File: config.mk
export PLATFORM = sky130hd
export DESIGN_NAME = sme_job_sequencer
export DESIGN_NICKNAME = d
export VERILOG_FILES = /design/src/rtl/sme_job_sequencer.sv
export SDC_FILE = /design/constraint.sdc
export NUM_CORES = 1
export LEC_CHECK = 0
export CAP_MARGIN = 25
export CORE_MARGIN = 4
export CORE_UTILIZATION = 56
export CTS_CLUSTER_DIAMETER = 120
export DETAILED_ROUTE_END_ITERATION = 8
export PLACE_DENSITY_LB_ADDON = 0.2
export SYNTH_ARGS = -nofsm -noshare
export SYNTH_HDL_FRONTEND = slang
export SYNTH_SLANG_ARGS = --single-unit
File: constraint.sdc
create_clock -name clk -period 2.7 [get_ports clk]
set_input_delay 0.54 -clock clk [delete_from_list [all_inputs] [get_ports clk]]
set_output_delay 0.54 -clock clk [all_outputs]
set_load 0.05 [all_outputs]
File: src/rtl/sme_job_sequencer.sv
// Host-side job sequencer for the string-matching engine: buffers one string and a set of
// patterns, replays string+pattern per slot, and returns each verdict as a ready/valid record.
module sme_job_sequencer #(
  parameter int STR_MAX = 32,
  parameter int PAT_MAX = 8,
  parameter int NUM_PAT = 4,
  parameter int TIMEOUT = 96
) (
  input  logic                       clk,
  input  logic                       reset,
  input  logic                       str_wr,
  input  logic [7:0]                 str_char,
  input  logic                       pat_wr,
  input  logic [7:0]                 pat_char,
  input  logic                       pat_last,
  input  logic                       clear,
  input  logic                       start,
  output logic                       busy,
  output logic                       done,
  output logic                       err,
  output logic [7:0]                 eng_chardata,
  output logic                       eng_isstring,
  output logic                       eng_ispattern,
  input  logic                       eng_valid,
  input  logic                       eng_match,
  input  logic [$clog2(STR_MAX)-1:0] eng_index,
  output logic                       res_valid,
  input  logic                       res_ready,
  output logic [$clog2(NUM_PAT)-1:0] res_id,
  output logic                       res_match,
  output logic [$clog2(STR_MAX)-1:0] res_index,
  output logic                       res_timeout
);

  localparam int SLW = $clog2(STR_MAX + 1);
  localparam int SIW = $clog2(STR_MAX);
  localparam int PLW = $clog2(PAT_MAX + 1);
  localparam int PIW = $clog2(PAT_MAX);
  localparam int PCW = $clog2(NUM_PAT + 1);
  localparam int KW  = $clog2(NUM_PAT);
  localparam int WDW = $clog2(TIMEOUT);

  typedef enum logic [2:0] {
    S_IDLE,
    S_SEND_STR,
    S_SEND_PAT,
    S_WAIT,
    S_REPORT,
    S_DONE
  } state_t;

  state_t         state;
  logic [7:0]     str_buf [STR_MAX];
  logic [7:0]     pat_buf [NUM_PAT][PAT_MAX];
  logic [SLW-1:0] str_len;
  logic [PLW-1:0] pat_len [NUM_PAT];
  logic [PCW-1:0] pat_cnt;
  logic [SIW-1:0] str_idx;
  logic [PIW-1:0] pat_idx;
  logic [KW-1:0]  slot;
  logic [WDW-1:0] wd;

  logic           load_ok;
  logic           str_full;
  logic           pat_full;
  logic           slot_full;
  logic [KW-1:0]  wr_slot;
  logic           str_we;
  logic           pat_we;
  logic           pat_close;
  logic           load_err;
  logic [SIW-1:0] str_idx_nxt;
  logic [PIW-1:0] pat_idx_nxt;
  logic           last_str;
  logic           last_pat;
  logic           last_slot;

  always_comb begin
    load_ok     = (state == S_IDLE) && !clear && !start;
    str_full    = (str_len == SLW'(STR_MAX));
    pat_full    = (pat_cnt == PCW'(NUM_PAT));
    wr_slot     = KW'(pat_cnt);
    // wr_slot aliases slot 0 once all slots are closed; pat_full masks that case
    slot_full   = pat_full || (pat_len[wr_slot] == PLW'(PAT_MAX));
    str_we      = load_ok && str_wr && !str_full;
    pat_we      = load_ok && pat_wr && !slot_full;
    pat_close   = load_ok && pat_wr && pat_last && !pat_full;
    load_err    = load_ok && ((str_wr && str_full) || (pat_wr && slot_full));
    str_idx_nxt = str_idx + SIW'(1);
    pat_idx_nxt = pat_idx + PIW'(1);
    last_str    = (SLW'(str_idx) == str_len - SLW'(1));
    last_pat    = (PLW'(pat_idx) == pat_len[slot] - PLW'(1));
    last_slot   = (PCW'(slot) + PCW'(1) == pat_cnt);
  end

  always_ff @(posedge clk) begin
    if (str_we) str_buf[str_len[SIW-1:0]] <= str_char;
    if (pat_we) pat_buf[wr_slot][pat_len[wr_slot][PIW-1:0]] <= pat_char;
  end

  always_ff @(posedge clk) begin
    if (reset) begin
      state         <= S_IDLE;
      busy          <= 1'b0;
      done          <= 1'b0;
      err           <= 1'b0;
      eng_chardata  <= '0;
      eng_isstring  <= 1'b0;
      eng_ispattern <= 1'b0;
      res_valid     <= 1'b0;
      res_id        <= '0;
      res_match     <= 1'b0;
      res_index     <= '0;
      res_timeout   <= 1'b0;
      str_len       <= '0;
      pat_cnt       <= '0;
      for (int unsigned i = 0; i < NUM_PAT; i++) pat_len[i] <= '0;
      str_idx       <= '0;
      pat_idx       <= '0;
      slot          <= '0;
      wd            <= '0;
    end else begin
      done <= 1'b0;
      case (state)
        S_IDLE: begin
          if (clear) begin
            str_len <= '0;
            pat_cnt <= '0;
            for (int unsigned i = 0; i < NUM_PAT; i++) pat_len[i] <= '0;
            err     <= 1'b0;
          end else if (start) begin
            if (str_len == '0 || pat_cnt == '0) begin
              err  <= 1'b1;
              done <= 1'b1;
            end else begin
              state        <= S_SEND_STR;
              busy         <= 1'b1;
              slot         <= '0;
              str_idx      <= '0;
              eng_isstring <= 1'b1;
              eng_chardata <= str_buf[0];
            end
          end else begin
            if (str_we)    str_len <= str_len + SLW'(1);
            if (pat_we)    pat_len[wr_slot] <= pat_len[wr_slot] + PLW'(1);
            if (pat_close) pat_cnt <= pat_cnt + PCW'(1);
            if (load_err)  err <= 1'b1;
          end
        end
        S_SEND_STR: begin
          if (last_str) begin
            state         <= S_SEND_PAT;
            eng_isstring  <= 1'b0;
            eng_ispattern <= 1'b1;
            pat_idx       <= '0;
            eng_chardata  <= pat_buf[slot][0];
          end else begin
            str_idx      <= str_idx_nxt;
            eng_chardata <= str_buf[str_idx_nxt];
          end
        end
        S_SEND_PAT: begin
          if (last_pat) begin
            state         <= S_WAIT;
            eng_ispattern <= 1'b0;
            eng_chardata  <= '0;
            wd            <= '0;
          end else begin
            pat_idx      <= pat_idx_nxt;
            eng_chardata <= pat_buf[slot][pat_idx_nxt];
          end
        end
        S_WAIT: begin
          if (eng_valid) begin
            state       <= S_REPORT;
            res_valid   <= 1'b1;
            res_id      <= slot;
            res_match   <= eng_match;
            res_index   <= eng_match ? eng_index : '0;
            res_timeout <= 1'b0;
          end else if (wd == WDW'(TIMEOUT - 1)) begin
            state       <= S_REPORT;
            res_valid   <= 1'b1;
            res_id      <= slot;
            res_match   <= 1'b0;
            res_index   <= '0;
            res_timeout <= 1'b1;
          end else begin
            wd <= wd + WDW'(1);
          end
        end
        S_REPORT: begin
          if (res_ready) begin
            res_valid <= 1'b0;
            if (last_slot) begin
              state <= S_DONE;
              done  <= 1'b1;
            end else begin
              state        <= S_SEND_STR;
              slot         <= slot + KW'(1);
              str_idx      <= '0;
              eng_isstring <= 1'b1;
              eng_chardata <= str_buf[0];
            end
          end
        end
        S_DONE: begin
          state <= S_IDLE;
          busy  <= 1'b0;
        end
        default: begin
          state <= S_IDLE;
          busy  <= 1'b0;
        end
      endcase
    end
  end

endmodule

# Yosys cells after proc, flatten, opt, wreduce, memory -nomap -nowiden
# Memory sizes are Yosys's and may differ from the RTL's. A register that Yosys moved wholly into a read port is not among the register bits.
# Index checks and enable logic that the tools add are counted.
classes:
  add_sub_neg: 10
  magnitude_cmp: 3
  n_eq_ne: 25
  muxes: 110
  bitwise_logic: 7
  n_reduce_logical: 49
op_table:
  columns: ["operator", "count"]
  rows:
  - ["$mux W8", 10]
  - ["$mux W64", 1]
  - ["$mux W5", 9]
  - ["$mux W3", 14]
  - ["$mux W1", 38]
  - ["$pmux W8 S4", 1]
  - ["$mux W2", 14]
  - ["$bmux W8 S3", 1]
  - ["$demux W8 S3", 1]
  - ["$ne A2 B2 Y1 const B", 12]
  - ["$mux W7", 3]
  - ["$reduce_and A7 Y1", 3]
  - ["$mux W4", 5]
  - ["$mux W6", 3]
  - ["$reduce_and A3 Y1", 6]
  - ["$pmux W3 S5", 1]
  - ["$pmux W5 S3", 1]
  - ["$pmux W7 S2", 1]
  - ["$reduce_bool A2 Y1", 7]
  - ["$logic_and A1 B1 Y1", 12]
  - ["$reduce_and A6 Y1", 2]
  - ["$ge A4 B4 Y1 const B", 2]
  - ["$not A3 Y4", 2]
  - ["$pmux W1 S2", 4]
  - ["other kinds (35)", 51]
totals:
  ff_bits: 52
  mem_bits_rw: 528
  input_bits: 31
  out_inout_bits: 23
  word_cells: 225
  n_memories: 3
memory_table:
  columns: ["name", "depth", "width", "rd", "rd_clocked_by_memory_dff", "write_ports", "line", "text"]
  rows:
  - ["pat_buf", 4, 64, 1, 1, 1, "54", "logic [7:0] pat_buf [NUM_PAT][PAT_MAX];"]
  - ["str_buf", 32, 8, 2, 0, 1, "53", "logic [7:0] str_buf [STR_MAX];"]
  - ["pat_len", 4, 4, 2, 2, 4, "56", "logic [PLW-1:0] pat_len [NUM_PAT];"]

# Longest topological paths before layout
# Gate-level depths: netlist of the first run.
logic_depth:
  depth_word: 13
  mapped_depth: 11
  depth_no_buf: 9

# Worst setup path before layout of the first run
# Ideal clock, no wire load.
synth_timing:
  kind: "reg2reg"
  from: "register str_len[0]"
  to: "register eng_chardata[0]"
  setup_ps: 117
  t_arrival_ps: 2703
  slack_ps: -119
  path_stages_with_launch: 12
  path_buffers: 3
  synth_period_minus_slack_ps: 2819
  path_cell_list: "dfxtp_1 -> clkbuf_1 -> inv_1 -> ha_1 -> buf_2 -> nor2b_1 -> or3_1 -> a311oi_2 -> a21bo_2 -> buf_2 -> o2111ai_1 -> a22o_1"
synth_via:
  elab_chain_cells: 4
  elab_cells_between_ends: 8
  cone_classes: "add/sub: 1; eq/ne: 2; mux: 2; reduce/logical: 3"
synth_lines:
  columns: ["element", "line", "text"]
  rows:
  - ["from (decl)", "55", "logic [SLW-1:0] str_len;"]
  - ["from (signal assigned)", "144", "if (str_we) str_len <= str_len + SLW'(1);"]
  - ["$sub A6 B1 Y6 or $logic_not A6 Y1 (tied branches)", "91, 132", null]
  - ["$eq A5 B6 Y1 or $logic_or A1 B1 Y1 (tied branches)", "91, 132", null]
  - ["$mux W8 or $ne A2 B2 Y1 (tied branches)", null, null]
  - ["$pmux W8 S4 or $reduce_and A6 Y1 (tied branches)", null, null]
  - ["to (signal assigned)", "141", "eng_chardata <= str_buf[0];"]
  - ["to (signal assigned)", "156", "eng_chardata <= pat_buf[slot][0];"]
  - ["to (signal assigned)", "159", "eng_chardata <= str_buf[str_idx_nxt];"]
  - ["to (decl)", "21", "output logic [7:0] eng_chardata,"]
# Several ways; a longest one is shown, not always the timed one.
# A chain may end at the register's enable or synchronous reset.

==> results.md, run 1 <==
Synthesis:
- The share of synthesized area occupied by flip-flops and latches is 0.703.
- Yosys mapped a number of flops with a built-in enable equal to 528.
- The leading register cell type out of synthesis is edfxtp_1.
- In the synthesized netlist, the number of instances is 1411.
- The Yosys step of the flow raised 0 warnings.
- The netlist area before placement is ~24000 µm².
- The share of async-settable or async-resettable flops after synthesis is 0.
- Counting flops and latches in the post-synthesis netlist gives 584.
- The post-synthesis average cell area is 17.1 µm².
- In this run, distinct cell masters in the synthesized netlist total 74.
- The number of nets in the synthesized netlist is 1457.

Worst setup path:
- The highest fanout seen on the critical path is 3.
- Counting both buffers and inverters, the worst setup path holds a total of 1.
- The critical path is of the reg2reg type.
- The nature of the critical path startpoint is a register.
- Data on the critical path is required at its endpoint by 3250 ps.
- The data arrival time at the worst-slack endpoint is about 3200 ps.
- The critical path's slowest cell is mux4_2.
- The critical path goes through mux4_2, inv_2, ha_4, xnor2_2, a31oi_2, nand3_2, o21a_4, or4b_4, a21oi_2.
- STA classifies the critical path endpoint as a register.
- The cell family contributing the most delay on the critical path is simple AND/OR/NAND/NOR gates.
- For this run, the slowest stage of the critical path takes 510 ps.

Clock tree:
- Clock tree synthesis inserted a total of 57 buffers.
- The number of buffers between clock root and the deepest sink is 3.
- In this run the number of H-tree levels came out at 2.
- The root buffer cell is clkbuf_16.
- The clock reaches the later pin of the worst-skew pair after 610 ps.
- The clock sink count is approximately 580.
- Buffers inserted to repair hold after CTS numbered 0.
- The clock-pin slew of the registers on the worst-case setup and hold paths is 60 ps.
- The TritonCTS clock tree is built.

Global routing:
- Entering global routing, the biggest net connects 54 pins.
- The first-pass GRT wire length is 84600 µm.
- The total overflow left after global routing is 0.
- The total global-route track usage is 0.237.
- The number of global-route vias before repair came to around 14000.
- The number of antenna violations at the first check in global routing is 0.

STA:
- For this run, the top clock speed supported by timing is 378 MHz.
- The remaining max-slew budget at the tightest pin is 0.488.
- The max-slew violation count is 0.
- The post-route minimum period is 2650 ps.
- Hold is met by between 400 and 500 ps.
- In the finished design, the share of the clock period the worst path needs comes to 0.981.
- The slew at the pin with the worst max-slew slack is between 700 and 800 ps.
- On the final layout, the worst clock skew is 14.2 ps.
- The number of failing hold endpoints at the final stage is 0.
- Setup violations remaining at the end of the flow were counted as 0.

Power and ir drop:
- Across the VDD grid, the largest voltage drop is 0.575 mV.
- Internal power comes to between 0.015 and 0.02 W.
- The logic gate share of total power is 0.180.
- The total power density per cell area is roughly 780 nW/µm².
- In this run the power spent charging and discharging nets is around 0.0057 W.
- Of the total power, the share spent switching nets is 0.257.
- The share of total power dissipated in sequential elements is 0.455.
- The share of total power dissipated in the clock network is 0.364.
- For this design the static power due to leakage is 9.30 nW.

Final layout:
- For this run, the share of the core covered by cells in the final layout is 0.675.
- The area taken by multi-input logic gates is 6910 µm².
- The share of final-layout standard cells stronger than drive strength 1 is 0.268.
- The number of antenna diodes in the final layout is 0.
- The count of fill cells added during filler insertion is 2776.
- Registers take 17000 µm².
- The signed area change from the synthesized netlist to the final layout is 18.3%.
- In the final design database the tool counted between 1500 and 2000 nets.

Routing:
- The first-iteration detailed-routing DRC count is 1550.
- Using the TritonRoute via totals, the vias-per-cell ratio works out to around 6.1.
- The number of vias in the routed layout is 13696.
- The first-pass iteration count of the detailed router is 7.
- The wire length reported by the detailed router is 54700 µm.
- The routed length per instance is 24.5 µm.
- The remaining number of nets flagged by the antenna check after routing is 0.
- In the routed design, unresolved DRC markers number 0.

Placement:
- During placement, the flow inserted port buffers numbering 53.
- Routability-driven placement finished with a final weighted congestion of 0.986.
- The total half-perimeter wirelength after legalization and detailed placement is between 30000 and 40000 µm.

Floorplanning:
- The initial utilization of the core area, before any placement, comes to 0.570.
- The region available for standard cell placement spans between 40000 and 50000 µm².
- The floorplan step set the die height to 216 µm.
- The die width is 216 µm.
- The number of top-level design ports is 54.
- The floorplan has 75 rows.
- The area of the die is 46500 µm².

Outcome:
- The run finished with clean final reports.

Min path:
- The min-delay analysis places its worst path in the category reg2reg.

Run:
- The tool flagged a number of max-cap violations equal to 0.
synth_stat cells (all sizes together) (7+ instances only):
| cell type | number | area (µm²) |
|---|---|---|
| edfxtp | 528 | 15900 |
| mux4 | 120 | 2710 |
| nor2 | 117 | 439 |
| nand2 | 62 | 233 |
| dfxtp | 56 | 1120 |
| mux2i | 45 | 450 |
| a21oi | 44 | 231 |
| clkbuf | 43 | 161 |
| nor3 | 35 | 191 |
| buf | 34 | 165 |
| mux2 | 32 | 360 |
| nand4 | 22 | 138 |
| inv | 21 | 78.8 |
| o2111ai | 17 | 149 |
| o31ai | 17 | 128 |
| ha | 15 | 188 |
| nand3 | 15 | 75.1 |
| xnor2 | 13 | 114 |
| o21ai | 12 | 60.1 |
| xor2 | 12 | 105 |
| and3 | 11 | 68.8 |
| nand2b | 11 | 68.8 |
| and2 | 10 | 62.6 |
| a211oi | 9 | 77.6 |
| a221oi | 8 | 70.1 |
| a222oi | 8 | 80.1 |
| a22o | 8 | 70.1 |
| nand3b | 8 | 60.1 |
| o221ai | 8 | 70.1 |
| o22ai | 8 | 50.1 |
| nor2b | 7 | 43.8 |
flip-flops by register name, summed over array words and instances, names as in the netlist, 3 cells and up, named ones only:
| name | count |
|---|---|
| str_len | 6 |
| str_idx | 5 |
| eng_chardata | 8 |
| str_buf | 256 |
| state | 3 |
| pat_idx | 3 |
| wd | 7 |
| res_index | 5 |
| pat_buf | 256 |
| pat_cnt | 3 |
| pat_len | 16 |
layer usage:
| layer | track usage | wire, µm | vias up |
|---|---|---|---|
| li1 | - | - | 6097 |
| met1 | 0.357 | 23800 | 6989 |
| met2 | 0.361 | 25300 | 532 |
| met3 | 0.0435 | 4370 | 78 |
| met4 | 0.0713 | 1260 | 0 |
| met5 | 0 | 0 | - |
power by group through the flow:
stage | Sequential [W] | Combinational [W] | Clock, W
finish | 0.0101 | 0.00402 | 0.00811
global route | 0.0101 | 0.00430 | 0.00868
CTS | 0.0101 | 0.00388 | 0.00827
detailed placement | 0.0103 | 0.00386 | 0
global placement | 0.0103 | 0.00383 | 0
floorplan | 0.0104 | 0.00244 | 0
path summary, 6_finish.rpt:
kind	slack, ps	cells past startpoint	startpoint	endpoint
worst min register to register	480	1	err	err
worst min-delay path	480	1	err	err
worst max-delay path	50	9	pat_len[2][0]	state[0]
worst max register to register	50	9	pat_len[2][0]	state[0]
cell usage in the layout (no fill, tap or decap), types with 17 or more instances in the layout:
cell,instances
nand2_1,62
mux2i_1,42
edfxtp_1,528
clkdlybuf4s50_1,53
inv_1,18
nand4_1,22
mux4_2,119
mux2_2,30
nor2_1,117
dfxtp_1,53
nor3_1,32
clkbuf_16,57
o31ai_1,17
a21oi_1,42
buf_4,153
o2111ai_1,17
area by class of cell:
class                      instances  area share
clock inverter                    34      0.0148
timing repair buffer             220      0.0677
tap                              577      0.0253
clock buffer                      73      0.0527
multi-input combinational        729       0.242
sequential                       584       0.595
inverter                          21     0.00276
per-stage QoR:
step | TNS (ps) | cells | instance area [µm²] | setup slack, ps | power (W)
after CTS | 0 | 2231 | 28400 | 6.26 | 0.0223
after detailed placement | -76.2 | 2124 | 26500 | -63.3 | 0.0142
after floorplan | -4730 | 1411 | 24200 | -41.5 | 0.0128
after global routing | -84.5 | 2238 | 28600 | -48.2 | 0.0231
final | 0 | 2238 | 28600 | 51.4 | 0.0223
after global placement | -13.0 | 2122 | 26500 | -13.0 | 0.0142
what timing repair did:
item / 4_1_cts / 5_1_grt
setup endpoints to repair: 4 / 17
pin swaps: 1 / 6
buffers inserted: 0 / 7
gates resized for setup: 2 / 21
kinds of logic (layout without fill, tap and decap cells):
logic type,Yosys count,in the layout,synth area share
AND/OR/NAND/NOR,321,321,0.0656
buffers and inverters,98,348,0.0168
XOR/XNOR,25,25,0.00907
AO/OA/AOI/OAI,171,171,0.0519
multiplexers,197,197,0.146
adder cells (fa/ha/maj),15,15,0.00777
flip-flops,584,584,0.703
worst register-to-register path, delay by kind of cell, from the launching register on:
| kind | cells | cell delay, ps |
|---|---|---|
| AOI/OAI and AO/OA | 3 | 570 |
| adders and majority gates | 1 | 200 |
| muxes | 1 | 510 |
| and+or+nand+nor | 2 | 680 |
| buffers and inverters | 1 | 90 |
| xor gates and xnor gates | 1 | 130 |
| DFF | 1 | 410 |
Note: power is estimated with default switching activity, not from simulation.
==> run 2, diff against run 1 <==
- SLEW_MARGIN: not set -> 10
==> results.md, run 2 (synthesized netlist as in run 1, its figures left out) <==
Power and ir drop:
- For this design the total switching power over the nets is 0.00573 W.
- The cell-internal power is 0.0165 W.
- IR analysis of the VDD net gives a maximum drop of roughly 0.58 mV.
- The relative contribution of sequential cells to total power is 0.455.
- The relative contribution of the clock network to total power is 0.364.
- The switching share of total power is 0.257.
- For this design the ratio of total power to cell area is a little under 800 nW/µm².
- The share of total power dissipated in combinational logic is 0.181.
- The analysis attributes to cell leakage a power of approximately 9.3 nW.

Worst setup path:
- The required time reported for the critical path endpoint is around 3300 ps.
- The worst register-to-register path has a depth of 9.
- The critical path launch point is pat_len[2][0].
- The critical path in this run is classified as reg2reg.
- The capture point of the critical path is state[0].
- The capture point of the worst reg-to-reg path is state[0].
- The kind of end point of the critical path is a register.
- At the worst endpoint, the arrival time is 3200 ps.
- The flop-to-flop setup slack is 50 ps.
- The highest fanout seen on the critical path is 3.
- The launch point of the worst reg-to-reg path is pat_len[2][0].
- STA classifies the critical path startpoint as a register.

Routing:
- Using the TritonRoute via totals, the vias-per-cell ratio works out to 6.12.
- The remaining number of nets flagged by the antenna check after routing is 0.
- The first-iteration detailed-routing DRC count is 1537.
- The wire length reported by the detailed router is 54800 µm.
- The first-pass iteration count of the detailed router is 7.
- The post-route DRC violation count is 0.
- The routed length per instance is 24.5 µm.
- The number of vias in the routed layout is 13704.

STA:
- For the pin with the worst max-slew slack, the measured transition is 767 ps.
- The least setup slack across all paths after layout is 48.5 ps.
- Hold timing on the final database bottoms out at a slack of 473 ps.
- The number of failing hold endpoints at the final stage is 0.
- Adding up every negative setup slack in the final design gives 0 ps.
- The remaining max-slew budget at the tightest pin is 0.487.
- Setup violations remaining at the end of the flow were counted as 0.
- The max-slew violation count came to 0.
- The worst path in the final design needs a cycle of 2650 ps, including I/O delays and setup.
- Timing would allow up to around 380 MHz.
- The post-route clock skew is 16.1 ps.
- The final clock period utilization by the worst path is 0.982.

Floorplanning:
- The area of the die is approximately 46000 µm².
- The die extent in y is 216 µm.
- The die width is 216 µm.
- The number of top-level design ports is 54.
- The total core area is between 40000 and 50000 µm².
- For this configuration, the core starts out at a cell density of 0.570.
- In this run the core area contains 75 standard-cell rows.

Placement:
- Input and output buffers added on the ports amount to 53.
- The total half-perimeter wirelength after legalization and detailed placement is about 35000 µm.
- The global placement routability congestion is 0.986.
- The worst slack at placement is -63.3 ps.
- After detailed placement, the design holds a cell count of 2124.

Final layout:
- In the final layout, the multi-input gates occupy 6910 µm².
- The total area of sequential cells is 17000 µm².
- The top cell types in the final layout, fill and taps aside, are edfxtp_1, buf_4, mux4_2.
- Excluding fillers, the count of instances in the completed layout stands at 2238.
- The share of final-layout standard cells stronger than drive strength 1 is 0.268.
- The number of antenna diodes in the final layout is 0.
- The final net count is 1659.
- The count of fill cells added during filler insertion is 2776.
- The signed area change from the synthesized netlist to the final layout is 18.3%.
- Leaving out fill and tap cells, the most frequent cell in the layout is edfxtp_1.

Outcome:
- The flow ran to the end, and the final reports show no timing, DRC or antenna violations.

Clock tree:
- Clock tree synthesis selected as its root buffer the cell clkbuf_16.
- The clock-pin slew of the registers on the worst-case setup and hold paths is ~60 ps.
- In this run, post-CTS hold repair placed 0 buffers.
- For this design, the sink count on the clock tree is 584.
- The TritonCTS buffer count is 57.
- The TritonCTS clock tree is built.
- The clock latency at the later pin of the worst-skew pair is 610 ps.
- The H-tree depth reported by CTS is 2.
- The longest clock path from root to sink contains 3 buffers.

Global routing:
- The total overflow reported by the global router is 0.
- The number of global-route vias before repair is around 14000.
- The number of antenna violations at the first check in global routing is 0.
- Entering global routing, the biggest net connects 54 pins.
- The total global-route track usage is 0.237.
- The first global-routing pass estimated between 80000 and 90000 µm of wire.

Min path:
- The beginning of the worst hold path is err.
- The worst hold-check path type is reg2reg.

Run:
- The number of violations of the max-capacitance limit is 0.
## run 2: metal layers
metal	vias up	part of all wire	global-route usage
met5	-	0	0
met4	0	0.022	0.0713
met3	77	0.081	0.0435
met2	567	0.47	0.361
met1	6971	0.43	0.357
li1	6089	-	-
## run 2: timing repair
item,in CTS,in global routing
gates resized for setup,2,21
hold endpoints to repair,0,0
buffers inserted,0,7
endpoints found under the setup margin,4,17
pin swaps,1,6
## run 2: critical path: stages, from the launching register on
cell and delay [ps]:
edfxtp_1 410, mux4_2 510, inv_2 90, ha_4 200, xnor2_2 130, a31oi_2 190
nand3_2 170, o21a_4 240, or4b_4 510, a21oi_2 140
## run 2: stage by stage
stage | total power [W] | utilization | cell area, µm²
floorplan | 0.0128 | - | 24200
global route | 0.0231 | 0.675 | 28600
finish | 0.0223 | 0.675 | 28600
CTS | 0.0223 | 0.671 | 28400
global placement | 0.0142 | 0.625 | 26500
detailed placement | 0.0142 | 0.625 | 26500
## run 2: how the worst min path moves through the flow
stage / endpoint / slack (ps) / cells past startpoint
finish: err / 470 / 1
global route: err / 490 / 1
CTS: err / 480 / 1
detailed placement: err / 460 / 1
global placement: err / 460 / 1
floorplan: pat_idx[1] / 470 / 2
## run 2: final cells by class
type,instances,share of cell area
clock buffers,73,0.0527
inverters,21,0.00276
repair buffers,220,0.0677
clock inverters,34,0.0148
multi-input cells,729,0.242
well taps,577,0.0253
flip-flops and latches,584,0.595
## run 2: power by group through the flow
stage          sequential, W  clock, W  combinational (W)
6_report              0.0101   0.00811            0.00402
5_1_grt               0.0101   0.00868            0.00430
4_1_cts               0.0101   0.00827            0.00388
3_5_place_dp          0.0103         0            0.00386
3_3_place_gp          0.0103         0            0.00383
2_1_floorplan         0.0104         0            0.00244
